===== src/rtl/vga_tape_view.sv =====
// Maps a 2D pixel raster onto a linear byte-per-cell tape and colours each cell.
// Optional cursor highlight is enabled by defining VGA_TAPE_CURSOR_EN.
module vga_tape_view #(
  parameter int   ADDR_W     = 15,
  parameter int   CELL_SHIFT = 3,
  parameter int   H_ACTIVE   = 640,
  parameter int   MEM_LAT    = 1,
  parameter logic SYNC_IDLE  = 1'b1
) (
  input  logic              clk,
  input  logic              resetn,
  input  logic [9:0]        counter_x,
  input  logic [9:0]        counter_y,
  input  logic              in_display_area,
  input  logic              h_sync_in,
  input  logic              v_sync_in,
  input  logic [ADDR_W-1:0] base_addr,
  input  logic [1:0]        mode,
  input  logic [ADDR_W-1:0] cursor_addr,
  output logic [ADDR_W-1:0] mem_addr,
  input  logic [7:0]        mem_cell,
  output logic [3:0]        r,
  output logic [3:0]        g,
  output logic [3:0]        b,
  output logic              vga_h_sync,
  output logic              vga_v_sync
);

  localparam int DL = 1 + MEM_LAT;
  localparam logic [ADDR_W-1:0] COLS = ADDR_W'(H_ACTIVE >> CELL_SHIFT);

  logic              w_frame_start;
  logic              w_new_row;
  logic              w_new_col;
  logic              w_de0;
  logic [ADDR_W-1:0] w_row_next;
  logic [ADDR_W-1:0] w_addr_next;
  logic              w_cur;
  logic [3:0]        w_red;
  logic [3:0]        w_grn;
  logic [3:0]        w_blu;
  logic [1:0]        w_mode;

  logic [ADDR_W-1:0] r_row_acc;
  logic [ADDR_W-1:0] r_mem_addr;
  logic              r_armed;
  logic [DL-1:0]     r_de_sr;
  logic [DL-1:0]     r_hs_sr;
  logic [DL-1:0]     r_vs_sr;
  logic [1:0]        r_mode_sr [DL];
  logic [3:0]        r_red;
  logic [3:0]        r_grn;
  logic [3:0]        r_blu;
  logic              r_hsync;
  logic              r_vsync;

  assign w_frame_start = (counter_x == 10'd0) && (counter_y == 10'd0);
  assign w_new_row     = (counter_y[CELL_SHIFT-1:0] == '0);
  assign w_new_col     = (counter_x[CELL_SHIFT-1:0] == '0);
  // Nothing is displayed until a frame start has latched a valid base.
  assign w_de0         = in_display_area & (r_armed | w_frame_start);

  // Row accumulator holds base + row*COLS; the address register doubles as
  // the column accumulator, so no multiplier is needed.
  always_comb begin
    w_row_next  = r_row_acc;
    w_addr_next = r_mem_addr;
    if (w_frame_start) begin
      w_row_next  = base_addr;
      w_addr_next = base_addr;
    end else if (counter_x == 10'd0) begin
      if (w_new_row) begin
        w_row_next = r_row_acc + COLS;
      end
      w_addr_next = w_row_next;
    end else if (w_new_col) begin
      w_addr_next = r_mem_addr + 1'b1;
    end
  end

  always_ff @(posedge clk) begin
    if (!resetn) begin
      r_row_acc  <= '0;
      r_mem_addr <= '0;
      r_armed    <= 1'b0;
    end else begin
      r_row_acc  <= w_row_next;
      r_mem_addr <= w_addr_next;
      if (w_frame_start) begin
        r_armed <= 1'b1;
      end
    end
  end

  assign mem_addr = r_mem_addr;

  always_ff @(posedge clk) begin
    if (!resetn) begin
      r_de_sr <= '0;
      r_hs_sr <= {DL{SYNC_IDLE}};
      r_vs_sr <= {DL{SYNC_IDLE}};
    end else begin
      r_de_sr <= {r_de_sr[DL-2:0], w_de0};
      r_hs_sr <= {r_hs_sr[DL-2:0], h_sync_in};
      r_vs_sr <= {r_vs_sr[DL-2:0], v_sync_in};
    end
  end

  generate
    for (genvar gi = 0; gi < DL; gi++) begin : g_mode_pipe
      if (gi == 0) begin : g_first
        always_ff @(posedge clk) begin
          if (!resetn) r_mode_sr[gi] <= 2'd0;
          else         r_mode_sr[gi] <= mode;
        end
      end else begin : g_rest
        always_ff @(posedge clk) begin
          if (!resetn) r_mode_sr[gi] <= 2'd0;
          else         r_mode_sr[gi] <= r_mode_sr[gi-1];
        end
      end
    end
  endgenerate

`ifdef VGA_TAPE_CURSOR_EN
  logic [DL-1:0] r_cur_sr;

  always_ff @(posedge clk) begin
    if (!resetn) r_cur_sr <= '0;
    else         r_cur_sr <= {r_cur_sr[DL-2:0], (w_addr_next == cursor_addr)};
  end

  assign w_cur = r_cur_sr[DL-1];
`else
  logic w_unused_cursor;

  assign w_unused_cursor = ^cursor_addr;
  assign w_cur           = 1'b0;
`endif

  assign w_mode = r_mode_sr[DL-1];

  always_comb begin
    w_red = {mem_cell[2:0], mem_cell[0]};
    w_grn = {mem_cell[5:3], mem_cell[3]};
    w_blu = {mem_cell[7:6], mem_cell[7:6]};
    case (w_mode)
      2'd1: begin
        w_red = mem_cell[7:4];
        w_grn = mem_cell[7:4];
        w_blu = mem_cell[7:4];
      end
      2'd2: begin
        w_red = 4'h0;
        w_grn = (mem_cell != 8'h00) ? 4'hF : 4'h0;
        w_blu = mem_cell[7:4];
      end
      default: begin
      end
    endcase
  end

  always_ff @(posedge clk) begin
    if (!resetn) begin
      r_red   <= 4'h0;
      r_grn   <= 4'h0;
      r_blu   <= 4'h0;
      r_hsync <= SYNC_IDLE;
      r_vsync <= SYNC_IDLE;
    end else begin
      r_red   <= r_de_sr[DL-1] ? (w_red ^ {4{w_cur}}) : 4'h0;
      r_grn   <= r_de_sr[DL-1] ? (w_grn ^ {4{w_cur}}) : 4'h0;
      r_blu   <= r_de_sr[DL-1] ? (w_blu ^ {4{w_cur}}) : 4'h0;
      r_hsync <= r_hs_sr[DL-1];
      r_vsync <= r_vs_sr[DL-1];
    end
  end

  assign r          = r_red;
  assign g          = r_grn;
  assign b          = r_blu;
  assign vga_h_sync = r_hsync;
  assign vga_v_sync = r_vsync;

endmodule

===== config.mk =====
export PLATFORM = sky130hd
export DESIGN_NAME = vga_tape_view
export DESIGN_NICKNAME = d
export VERILOG_FILES = /design/src/rtl/vga_tape_view.sv
export SDC_FILE = /design/constraint.sdc
export NUM_CORES = 1
export LEC_CHECK = 0
export BUFFER_PORTS_ARGS = -buffer_cell sky130_fd_sc_hd__buf_2
export CORE_MARGIN = 3
export CORE_UTILIZATION = 50
export CTS_CLUSTER_DIAMETER = 80
export DETAILED_ROUTE_END_ITERATION = 7
export GPL_ROUTABILITY_DRIVEN = 0
export GPL_TIMING_DRIVEN = 0
export PLACE_DENSITY = 0.79
export SKIP_CTS_REPAIR_TIMING = 1
export SKIP_LAST_GASP = 1
export SLEW_MARGIN = 20
export SYNTH_ARGS = -nofsm -noshare
export SYNTH_HDL_FRONTEND = slang
export SYNTH_SLANG_ARGS = --single-unit

===== constraint.sdc =====
create_clock -name clk -period 2.04 [get_ports clk]
set_input_delay 0 -clock clk [delete_from_list [all_inputs] [get_ports clk]]
set_output_delay 0 -clock clk [all_outputs]
set_load 0.05 [all_outputs]

## Word-level counts from Yosys, hierarchy flattened

Memory sizes are Yosys's and may differ from the RTL's.
Cells that the tools add are included.

| cells by class | value |
|---|---|
| add/subtract/negate cells | 2 |
| reduce and logical (&&, ||, !) cells | 10 |
| equality and inequality tests | 2 |
| bitwise gates (word level) | 4 |
| muxes and demuxes | 14 |

Operators by type and width:

| operator | number |
|---|---|
| $mux W15 | 6 |
| $logic_not A10 Y1 | 2 |
| $pmux W4 S2 | 2 |
| $add A15 B1 Y15 const B | 1 |
| $add A15 B7 Y15 const B | 1 |
| $reduce_bool A8 Y1 | 1 |
| $logic_not A3 Y1 | 2 |
| $mux W2 | 3 |
| $mux W4 | 1 |
| $or A1 B1 Y1 | 3 |
| $reduce_bool A3 Y1 | 1 |
| $eq A2 B1 Y1 const B | 1 |
| $eq A2 B2 Y1 const B | 1 |
| $mux W1 | 2 |
| $reduce_and A2 Y1 | 1 |
| $reduce_bool A2 Y1 | 1 |
| $reduce_or A2 Y1 | 1 |
| $and A1 B1 Y1 | 1 |
| $logic_and A1 B1 Y1 | 1 |

| word-level totals | value |
|---|---|
| bits in registers | 51 |
| bits in writable memories | 4 |
| memories | 1 |

Memories:

| memory | depth | bits a word | rd ports | clocked after memory_dff | wr ports | RTL line | RTL |
|---|---|---|---|---|---|---|---|
| r_mode_sr | 2 | 2 | 2 | 0 | 2 | 50 | `logic [1:0] r_mode_sr [DL];` |

## Depth between registers and ports, before layout

Gate-level depths: netlist of the first run.

| depth | value |
|---|---|
| word-level depth | 4 |
| gate-level depth with buffers | 7 |
| depth with buffers taken out | 6 |

## Least setup slack after synthesis of the first run

Ideal clock, no wire load.

| timing path | value |
|---|---|
| kind | register to register |
| start | register r_mem_addr[0] (netlist: mem_addr[0]) |
| end | register r_mem_addr[12] (netlist: mem_addr[12]) |
| required time | 1920 ps |
| library setup time | 120 ps |
| arrival time | 1913 ps |
| path slack | 8 ps |
| stages on the path, launching flop included | 7 |
| clock period less this slack | 2032 ps |
| path through | dfxtp_1 -> ha_1 -> nand3_1 -> or2_2 -> o21ai_0 -> a21oi_1 -> o31a_1 |

| between the ends | value |
|---|---|
| word-level cells in the longest chain between the ends | 4 |

RTL lines:

| what | RTL line | RTL |
|---|---|---|
| start, declared | 45 | `logic [ADDR_W-1:0] r_mem_addr;` |
| start signal, assigned | 88 | `r_mem_addr <= w_addr_next;` |
| $add A15 B1 Y15 | 77 | `w_addr_next = r_mem_addr + 1'b1;` |
| $mux W15 | 76 | `end else if (w_new_col) begin` |
| $mux W15 | 71 | `end else if (counter_x == 10'd0) begin` |
| $mux W15 | 68 | `if (w_frame_start) begin` |

Every way passes these cells. The select of a mux whose other input is x is not followed.
A chain may end at the register's enable or synchronous reset.

## Worst setup path after layout of the first run

Same ends and word-level chain as after synthesis.

==> results of run 1 <==
[Yosys cell counts, drive strengths merged, types with 2 or more instances]
library cell,count
ha,4
nor3,17
xor2,3
mux2,4
inv,8
and2,6
or4,3
nand3,10
a21oi,42
a21boi,2
a21o,5
a211oi,4
nor2,20
clkbuf,12
nand2b,6
dfxtp,55
nor4,7
mux2i,5
o21a,6
a31oi,11
nand2,33
o21ai,24
a211o,2
or3,6
and3,3
nand4,6
buf,3
xnor2,4
[cell usage in the layout, fill, tap and decap left out, drive strengths merged, types with 2 or more instances in the layout]
cell type,synthesis,layout
a211o,2,2
a211oi,4,4
a21boi,2,2
a21o,5,5
a21oi,42,42
a31oi,11,11
and2,6,6
and3,3,3
buf,3,81
clkbuf,12,18
dfxtp,55,55
dlygate4sd3,0,18
ha,4,4
inv,8,9
mux2,4,4
mux2i,5,5
nand2,33,33
nand2b,6,6
nand3,10,10
nand4,6,6
nor2,20,20
nor3,17,17
nor4,7,7
o21a,6,6
o21ai,24,24
or3,6,6
or4,3,3
xnor2,4,4
xor2,3,3
[layer usage]
| metal | global-route usage, % | vias to the layer above | wire length [microns] |
|---|---|---|---|
| li1 | - | 1403 | - |
| met1 | 30.06 | 1301 | 3272 |
| met2 | 34.69 | 142 | 3386 |
| met3 | 4.148 | 12 | 629 |
| met4 | 8.446 | 0 | 111 |
| met5 | 0 | - | 0 |
[power groups by stage]
| stage | combinational, mW | clock [mW] | sequential [mW] |
|---|---|---|---|
| after floorplan | 0.0641 | 0 | 1.12 |
| after global placement | 0.150 | 0 | 1.11 |
| after detailed placement | 0.152 | 0 | 1.11 |
| after CTS | 0.153 | 0.676 | 1.09 |
| after global routing | 0.199 | 0.719 | 1.09 |
| final | 0.183 | 0.669 | 1.09 |
[registers in the layout, summed over array words and instances, names as in the netlist, 4 cells and up]
| signal | flops |
|---|---|
| b | 4 |
| g | 4 |
| r_row_acc | 15 |
| r_mode_sr | 4 |
| mem_addr | 15 |
| r | 4 |
[how the worst max path moves through the flow]
stage | from | endpoint | slack [ns] | depth (start not counted)
6_report | mem_addr[0]$_SDFFE_PN0P_ | mem_addr[12]$_SDFFE_PN0P_ | 0.21 | 6
3_3_place_gp | r_row_acc[7]$_SDFFE_PN0P_ | mem_addr[13]$_SDFFE_PN0P_ | 0.25 | 5
2_1_floorplan | mem_addr[0]$_SDFFE_PN0P_ | mem_addr[12]$_SDFFE_PN0P_ | 0.008 | 6
5_1_grt | mem_addr[0]$_SDFFE_PN0P_ | mem_addr[13]$_SDFFE_PN0P_ | 0.05 | 5
3_5_place_dp | r_row_acc[7]$_SDFFE_PN0P_ | r_row_acc[13]$_SDFFE_PN0P_ | 0.25 | 5
4_1_cts | mem_addr[0]$_SDFFE_PN0P_ | mem_addr[12]$_SDFFE_PN0P_ | 0.23 | 6
[final cells by class]
| cell class | instances | area, sq um | share of cell area [%] |
|---|---|---|---|
| multi-input combinational | 248 | 1541 | 43.55 |
| sequential | 55 | 1101 | 31.11 |
| timing repair buffer | 96 | 570.5 | 16.12 |
| buffer | 15 | 106.4 | 3.005 |
| tap | 70 | 87.58 | 2.474 |
| clock buffer | 6 | 82.58 | 2.333 |
| inverter | 8 | 30.03 | 0.8484 |
| clock inverter | 2 | 20.02 | 0.5656 |
[worst min-delay path, stage by stage]
cell and delay (ns):
buf_2 0.11, nor4_4 0.05, nand4_1 0.08, a21oi_1 0.06
[logic make-up after synthesis]
logic type,Yosys count,synth area share [%]
simple gates,124,25.57
compound gates,104,22.47
flops,55,39.62
buf+inv,23,4.908
mux,9,3.422
xor+xnor,7,2.206
fa+ha+maj,4,1.801
==> results.cfg, run 1 <==
[outcome]
status = finished, final reports clean

[finish]
fillers = 448
fin_util_pct = 67.58
fin_area_sq_um = 3540
drive_above_1_share_pct = 26.28
nNetsFinal = 498
antenna_cells = 0
instances_no_fill = 500
area_growth_pct = 27.37

[global_route]
grt_max_degree = 19
overflow = 0
antenna_found_initial = 0
grt_pass1_wl_microns = 11370
grt_use_total_pct = 22.16
grt_pass1_vias = 2450

[clock_tree]
numCtsBuffers = 5
clk-insertion-delay-late_ns = 0.32
numClockSinks = 55
htreeDepth = 2
tritoncts = yes
cts.reportedPaths.clkPinSlew_ns = 0.11
ctsRootBufferMaster = clkbuf_8
clk_path_buf_depth = 2

[floorplanning]
start_util_pct = 53.06
ios = 94
coreArea_sq_um = 5238
die_w_microns = 80.55
chipHeight_microns = 80.55
die_area_sq_um = 6488
rows = 26

[sta]
finalHoldViolCount = 0
worst_clock_skew_ns = 0.006601
fin_crit_sh_pct = 89.53
rsz0062_at_grt = no
min_period_ns = 1.826
finalSetupViolations = 0
fmax_ghz = 0.5475
finalWorstSetupSlack_ns = 0.2135
tns_ns = 0
slew_headroom_pct = 56.86
finalMaxSlewViolations = 0
tightest_slew_ns = 0.6436
hold_ws_ns = 0.01945

[synthesis]
seq_area_frac_synth_pct = 39.62
synth_area_leader_cell = dfxtp_1
synth-main-ff-cell = dfxtp_1
ys_ff_latch = 55
synth_area_leaders = dfxtp_1, a21oi_1, nand2_1, o21ai_0, nor2_1
syn_avg_cell_area_sq_um = 8.524
synth_cell_type_count = 54
syn_area_sq_um = 2779
synth_top_area_share_pct = 39.62
syn_nets = 395
async_flop_share_pct = 0
yosysWarnings = 0
synth_edf_count = 0
synthCells = 326

[critical_path]
crit_chain = ha_1, nand3_1, or2_2, o21ai_0, a21oi_1, o31a_1
worst_ep_arrival_time_ns = 2.04
crit_path_max_incr_delay_ns = 0.44
r2r_cells = 6
crit_fanout = 6
critPathKind = register to register
critPathTopFamily = compound AO/OA/AOI/OAI gates
critPathBufInv = 0
ff2ff_setup_slack_ns = 0.21
critPathSlowestCell = dfxtp_1
rr_startpoint = mem_addr[0]$_SDFFE_PN0P_
endpoint_kind = register
required_ns = 2.25
r2r_end = mem_addr[12]$_SDFFE_PN0P_
startpoint_type = register

[route]
vias = 2858
drtAntennaViolNets = 0
drt-vias-per-instance = 5.716
drc = 0
drt_iter0_markers = 204
dr.pass1.iters = 5
drt-total-wl_microns = 7399
post_drt_wl_per_cell_microns = 14.80

[place]
place_inst = 474
dp_hpwl_microns = 5262
port_buffers = 78
placed_area_sq_um = 3257
place_ws_ns = 0.2533

[power_and_ir_drop]
power.total_mw = 1.939
power_frac_clock_pct = 34.5
leakagePower_nw = 1.360
power.internal_mw = 1.457
p_sw_mw = 0.4821
ir_drop_mv = 0.2988
swShare_pct = 24.87
p_per_area_nw_per_um2 = 547.7
p_comb_share_pct = 9.4
p_seq_share_pct = 56.1

[min_path]
hp-class = primary input to register
min_from = counter_y[8]
holdPathEnd = r_row_acc[4]$_SDFFE_PN0P_
min_path_cells = 4

[flow_run]
maxCapViolCount = 0
(Power assumes the default switching activity.)
==> run 2: changes to the inputs <==
MAX_ROUTING_LAYER = met4   (was default)
==> run 2 against run 1 <==
Against the previous run:
- total power increased by 0.23%
- worst hold slack improved by 0.0022 ns
- sequential power about the same
- first-iteration DRC count increased by 0.49%
- sequential cell count unchanged
- global-route usage increased by 0.59 points
- via count increased by 0.42%
- sequential share of layout area unchanged
- final area unchanged
- die area unchanged
==> results.cfg, run 2 (synthesis gave the netlist of run 1 again) <==
[outcome]
status = finished, final reports clean

[sta]
min_period_ns = 1.825
tightest_slew_ns = 0.6434
worst_clock_skew_ns = 0.006833
finalHoldViolCount = 0
slew_headroom_pct = 56.87
tns_ns = 0
finalWorstSetupSlack_ns = 0.2154
finalSetupViolations = 0
finalMaxSlewViolations = 0
fin_crit_sh_pct = 89.44
rsz0062_at_grt = no
fmax_ghz = 0.5481

[finish]
nNetsFinal = 498
multi_input_area_sq_um = 1541
fillers = 448
layout.cells.most_common = buf_2
final_cell_mix = buf_2, dfxtp_1, a21oi_1
fin_util_pct = 67.58
regArea_sq_um = 1101
area_growth_pct = 27.37
drive_above_1_share_pct = 26.28
antenna_cells = 0

[clock_tree]
clk-insertion-delay-late_ns = 0.32
numCtsBuffers = 5
ctsRootBufferMaster = clkbuf_8
tritoncts = yes
htreeDepth = 2
numClockSinks = 55
clk_path_buf_depth = 2
cts.reportedPaths.clkPinSlew_ns = 0.10

[power_and_ir_drop]
power_frac_clock_pct = 34.7
power.internal_mw = 1.457
p_per_area_nw_per_um2 = 549.0
p_comb_share_pct = 9.4
power.total_mw = 1.943
swShare_pct = 25.03
leakagePower_nw = 1.360
p_sw_mw = 0.4863
ir_drop_mv = 0.3006
p_seq_share_pct = 56.0

[critical_path]
r2r_cells = 6
startpoint_type = register
ff2ff_setup_slack_ns = 0.22
critPathLaunch = r_row_acc[4]$_SDFFE_PN0P_
worst_ep_arrival_time_ns = 2.08
rr_startpoint = r_row_acc[4]$_SDFFE_PN0P_
critPathKind = register to register
crit_fanout = 6
r2r_end = r_row_acc[10]$_SDFFE_PN0P_
endpoint_kind = register
endpoint = r_row_acc[10]$_SDFFE_PN0P_
required_ns = 2.29

[route]
vias = 2870
drc = 0
drt_iter0_markers = 205
post_drt_wl_per_cell_microns = 14.83
drt-total-wl_microns = 7414
drtAntennaViolNets = 0
dr.pass1.iters = 5
drt-vias-per-instance = 5.740

[global_route]
grt_pass1_wl_microns = 11360
antenna_found_initial = 0
grt_use_total_pct = 22.75
grt_max_degree = 19
overflow = 0
grt_pass1_vias = 2451

[floorplanning]
chipHeight_microns = 80.55
die_w_microns = 80.55
die_area_sq_um = 6488
rows = 26
start_util_pct = 53.06
coreArea_sq_um = 5238
ios = 94

[flow_run]
maxCapViolCount = 0

[place]
dp_hpwl_microns = 5262
place_ws_ns = 0.2533
port_buffers = 78

[min_path]
hp-class = primary input to register
run 2: cell counts in the layout (fill, tap and decap cells not counted):
No cell type changed its count.
run 2: per-stage QoR:
stage                     cell area [sq um]  instances  hold WS [ns]
after global placement                 3257        474        0.1851
after floorplan                        2779        326       0.07304
after CTS                              3359        482       -0.1314
final                                  3540        500       0.02164
after detailed placement               3257        474        0.1934
after global routing                   3540        500       0.02970
run 2: area by class of cell:
class	instances	share of cell area, %
plain buffers	15	3.005
clock buffers	6	2.333
clock inverters	2	0.5656
inverters	8	0.8484
multi-input cells	248	43.55
flip-flops and latches	55	31.11
well taps	70	2.474
repair buffers	96	16.12
run 2: worst min path at each step:
| stage | from | to | slack [ns] | cells after the start |
|---|---|---|---|---|
| final | counter_y[8] | r_row_acc[4]$_SDFFE_PN0P_ | 0.02 | 4 |
| after global placement | h_sync_in | r_hs_sr[0]$_SDFF_PN1_ | 0.19 | 2 |
| after detailed placement | h_sync_in | r_hs_sr[0]$_SDFF_PN1_ | 0.19 | 2 |
| after CTS | h_sync_in | r_hs_sr[0]$_SDFF_PN1_ | -0.13 | 2 |
| after floorplan | resetn | vga_h_sync$_SDFF_PN1_ | 0.07 | 1 |
| after global routing | counter_y[8] | r_row_acc[4]$_SDFFE_PN0P_ | 0.03 | 4 |
run 2: worst max-delay path, stage by stage, from the launching register on:
cell and delay (ns):
dfxtp_1 0.38, ha_1 0.26, o21ai_1 0.43, nor3_2 0.08, xnor2_1 0.14, a211o_1 0.33
a21oi_1 0.15
run 2: layer usage:
layer,share of wire (%),global-route usage (%)
met3,7.8,4.148
met2,46,34.77
met1,45,29.99
met5,0,-
met4,1.7,8.446
run 2: power groups by stage:
stage                     combinational, mW  sequential (mW)  clock, mW
after floorplan                      0.0641             1.12          0
after global placement                0.150             1.11          0
after detailed placement              0.152             1.11          0
after CTS                             0.153             1.09      0.676
after global routing                  0.199             1.09      0.721
final                                 0.183             1.09      0.673
==> run 3: changes to the inputs <==
CORE_UTILIZATION = 52   (was 50)
CTS_BUF_LIST = sky130_fd_sc_hd__clkbuf_4   (was default)
PLACE_DENSITY = 0.82   (was 0.79)
==> run 3 against run 2 <==
Against the previous run:
- the run now ends with negative hold slack left
- die area is 3.6% lower
- total power shrank 8.1%
- worst setup slack got worse by 0.17 ns
- via count decreased by 1.7%
- worst hold slack got worse by 0.038 ns
- sequential power about the same
- global-route usage decreased by 0.35 points
- largest power group unchanged
- highest routed layer unchanged
==> results.cfg, run 3 (synthesis gave the netlist of run 1 again) <==
[power_and_ir_drop]
p_per_area_nw_per_um2 = 508.0
p_seq_share_pct = 61.0
leakagePower_nw = 1.347
power.internal_mw = 1.316
ir_drop_mv = 0.3430
p_comb_share_pct = 10.4
power_frac_clock_pct = 28.6
p_sw_mw = 0.4689
swShare_pct = 26.27

[floorplanning]
rows = 25
ios = 94
start_util_pct = 56.23
die_area_sq_um = 6258
coreArea_sq_um = 4942
die_w_microns = 79.11
chipHeight_microns = 79.11

[sta]
min_period_ns = 1.994
finalWorstSetupSlack_ns = 0.04564
tns_ns = 0
fin_crit_sh_pct = 97.76
finalSetupViolations = 0
finalMaxSlewViolations = 0
slew_headroom_pct = 58.28
tightest_slew_ns = 0.6224
fmax_ghz = 0.5014
finalHoldViolCount = 2
hold_ws_ns = -0.01667
worst_clock_skew_ns = 0.005643

[clock_tree]
clk-insertion-delay-late_ns = 0.38
htreeDepth = 2
cts.reportedPaths.clkPinSlew_ns = 0.17
ctsRootBufferMaster = clkbuf_4
clk_path_buf_depth = 2
numClockSinks = 55
numCtsBuffers = 5
tritoncts = yes

[global_route]
grt_max_degree = 19
grt_use_total_pct = 22.41
grt_pass1_wl_microns = 11110
grt_pass1_vias = 2460
overflow = 0
antenna_found_initial = 0

[route]
vias = 2821
post_drt_wl_per_cell_microns = 15.00
drt-total-wl_microns = 7483
drtAntennaViolNets = 0
drt-vias-per-instance = 5.653
drt_iter0_markers = 270
dr.pass1.iters = 4
drc = 0

[finish]
antenna_cells = 0
nNetsFinal = 500
final_cell_mix = buf_2, dfxtp_1, a21oi_1
drive_above_1_share_pct = 25.93
layout.cells.most_common = buf_2
area_growth_pct = 26.47

[place]
port_buffers = 78
dp_hpwl_microns = 5275
place_ws_ns = 0.2138

[critical_path]
critPathKind = register to register
required_ns = 2.32
startpoint_type = register
endpoint_kind = register
crit_fanout = 10
worst_ep_arrival_time_ns = 2.28

[outcome]
status = complete, but fails checks
violations = negative hold slack

[min_path]
hp-class = primary input to register

[flow_run]
maxCapViolCount = 0
run 3: cell count changes in the layout (fill, tap and decap cells not counted):
cell           before  now
clkinv_1            0    1
clkbuf_4            0    5
clkbuf_8           10    4
dlygate4sd3_1      18   20
run 3: final cells by class:
class | count | area, sq um
plain buffers | 15 | 106.4
repair buffers | 98 | 590.6
multi-input cells | 248 | 1541
clock inverters | 3 | 23.77
flip-flops and latches | 55 | 1101
clock buffers | 5 | 37.54
well taps | 67 | 83.83
inverters | 8 | 30.03
fillers | 420 | 1428
run 3: final timing paths:
kind                               from               endpoint  slack [ns]  depth (start not counted)
max          r_mode_sr[1][0]$_SDFF_PN0_        b[1]$_SDFF_PN0_        0.05                          6
min                         mem_cell[3]        g[0]$_SDFF_PN0_       -0.02                          3
max reg2reg  r_mode_sr[1][0]$_SDFF_PN0_        b[1]$_SDFF_PN0_        0.05                          6
min reg2reg       r_vs_sr[1]$_SDFF_PN1_  vga_v_sync$_SDFF_PN1_        0.44                          1
run 3: worst max-delay path, cell delays in order, from the launching register on:
cell and delay [ns]:
dfxtp_1 0.37, inv_1 0.04, ha_1 0.26, clkbuf_1 0.34, mux2i_1 0.24, dlygate4sd3_1 0.59
nor2_1 0.06
run 3: stage by stage:
| stage | utilization, % | instances | instance area, sq um | total power, mW |
|---|---|---|---|---|
| CTS | 67.06 | 479 | 3314 | 1.759 |
| global placement | 65.82 | 471 | 3253 | 1.261 |
| finish | 71.11 | 499 | 3515 | 1.785 |
| detailed placement | 65.82 | 471 | 3253 | 1.263 |
| floorplan | - | 326 | 2779 | 1.183 |
| global route | 71.11 | 499 | 3515 | 1.854 |
run 3: power groups by stage:
stage / Combinational [mW] / Sequential (mW) / Clock, mW
3_3_place_gp: 0.149 / 1.11 / 0
4_1_cts: 0.152 / 1.09 / 0.518
2_1_floorplan: 0.0641 / 1.12 / 0
3_5_place_dp: 0.152 / 1.11 / 0
6_report: 0.186 / 1.09 / 0.510
5_1_grt: 0.204 / 1.09 / 0.560
run 3: per-layer routing:
metal	track usage (%)	vias to the layer above	share of wire (%)
met2	36.62	114	47
li1	-	1402	-
met1	28.29	1297	43
met3	4.989	8	8.9
met5	-	-	0
met4	5.498	0	0.99
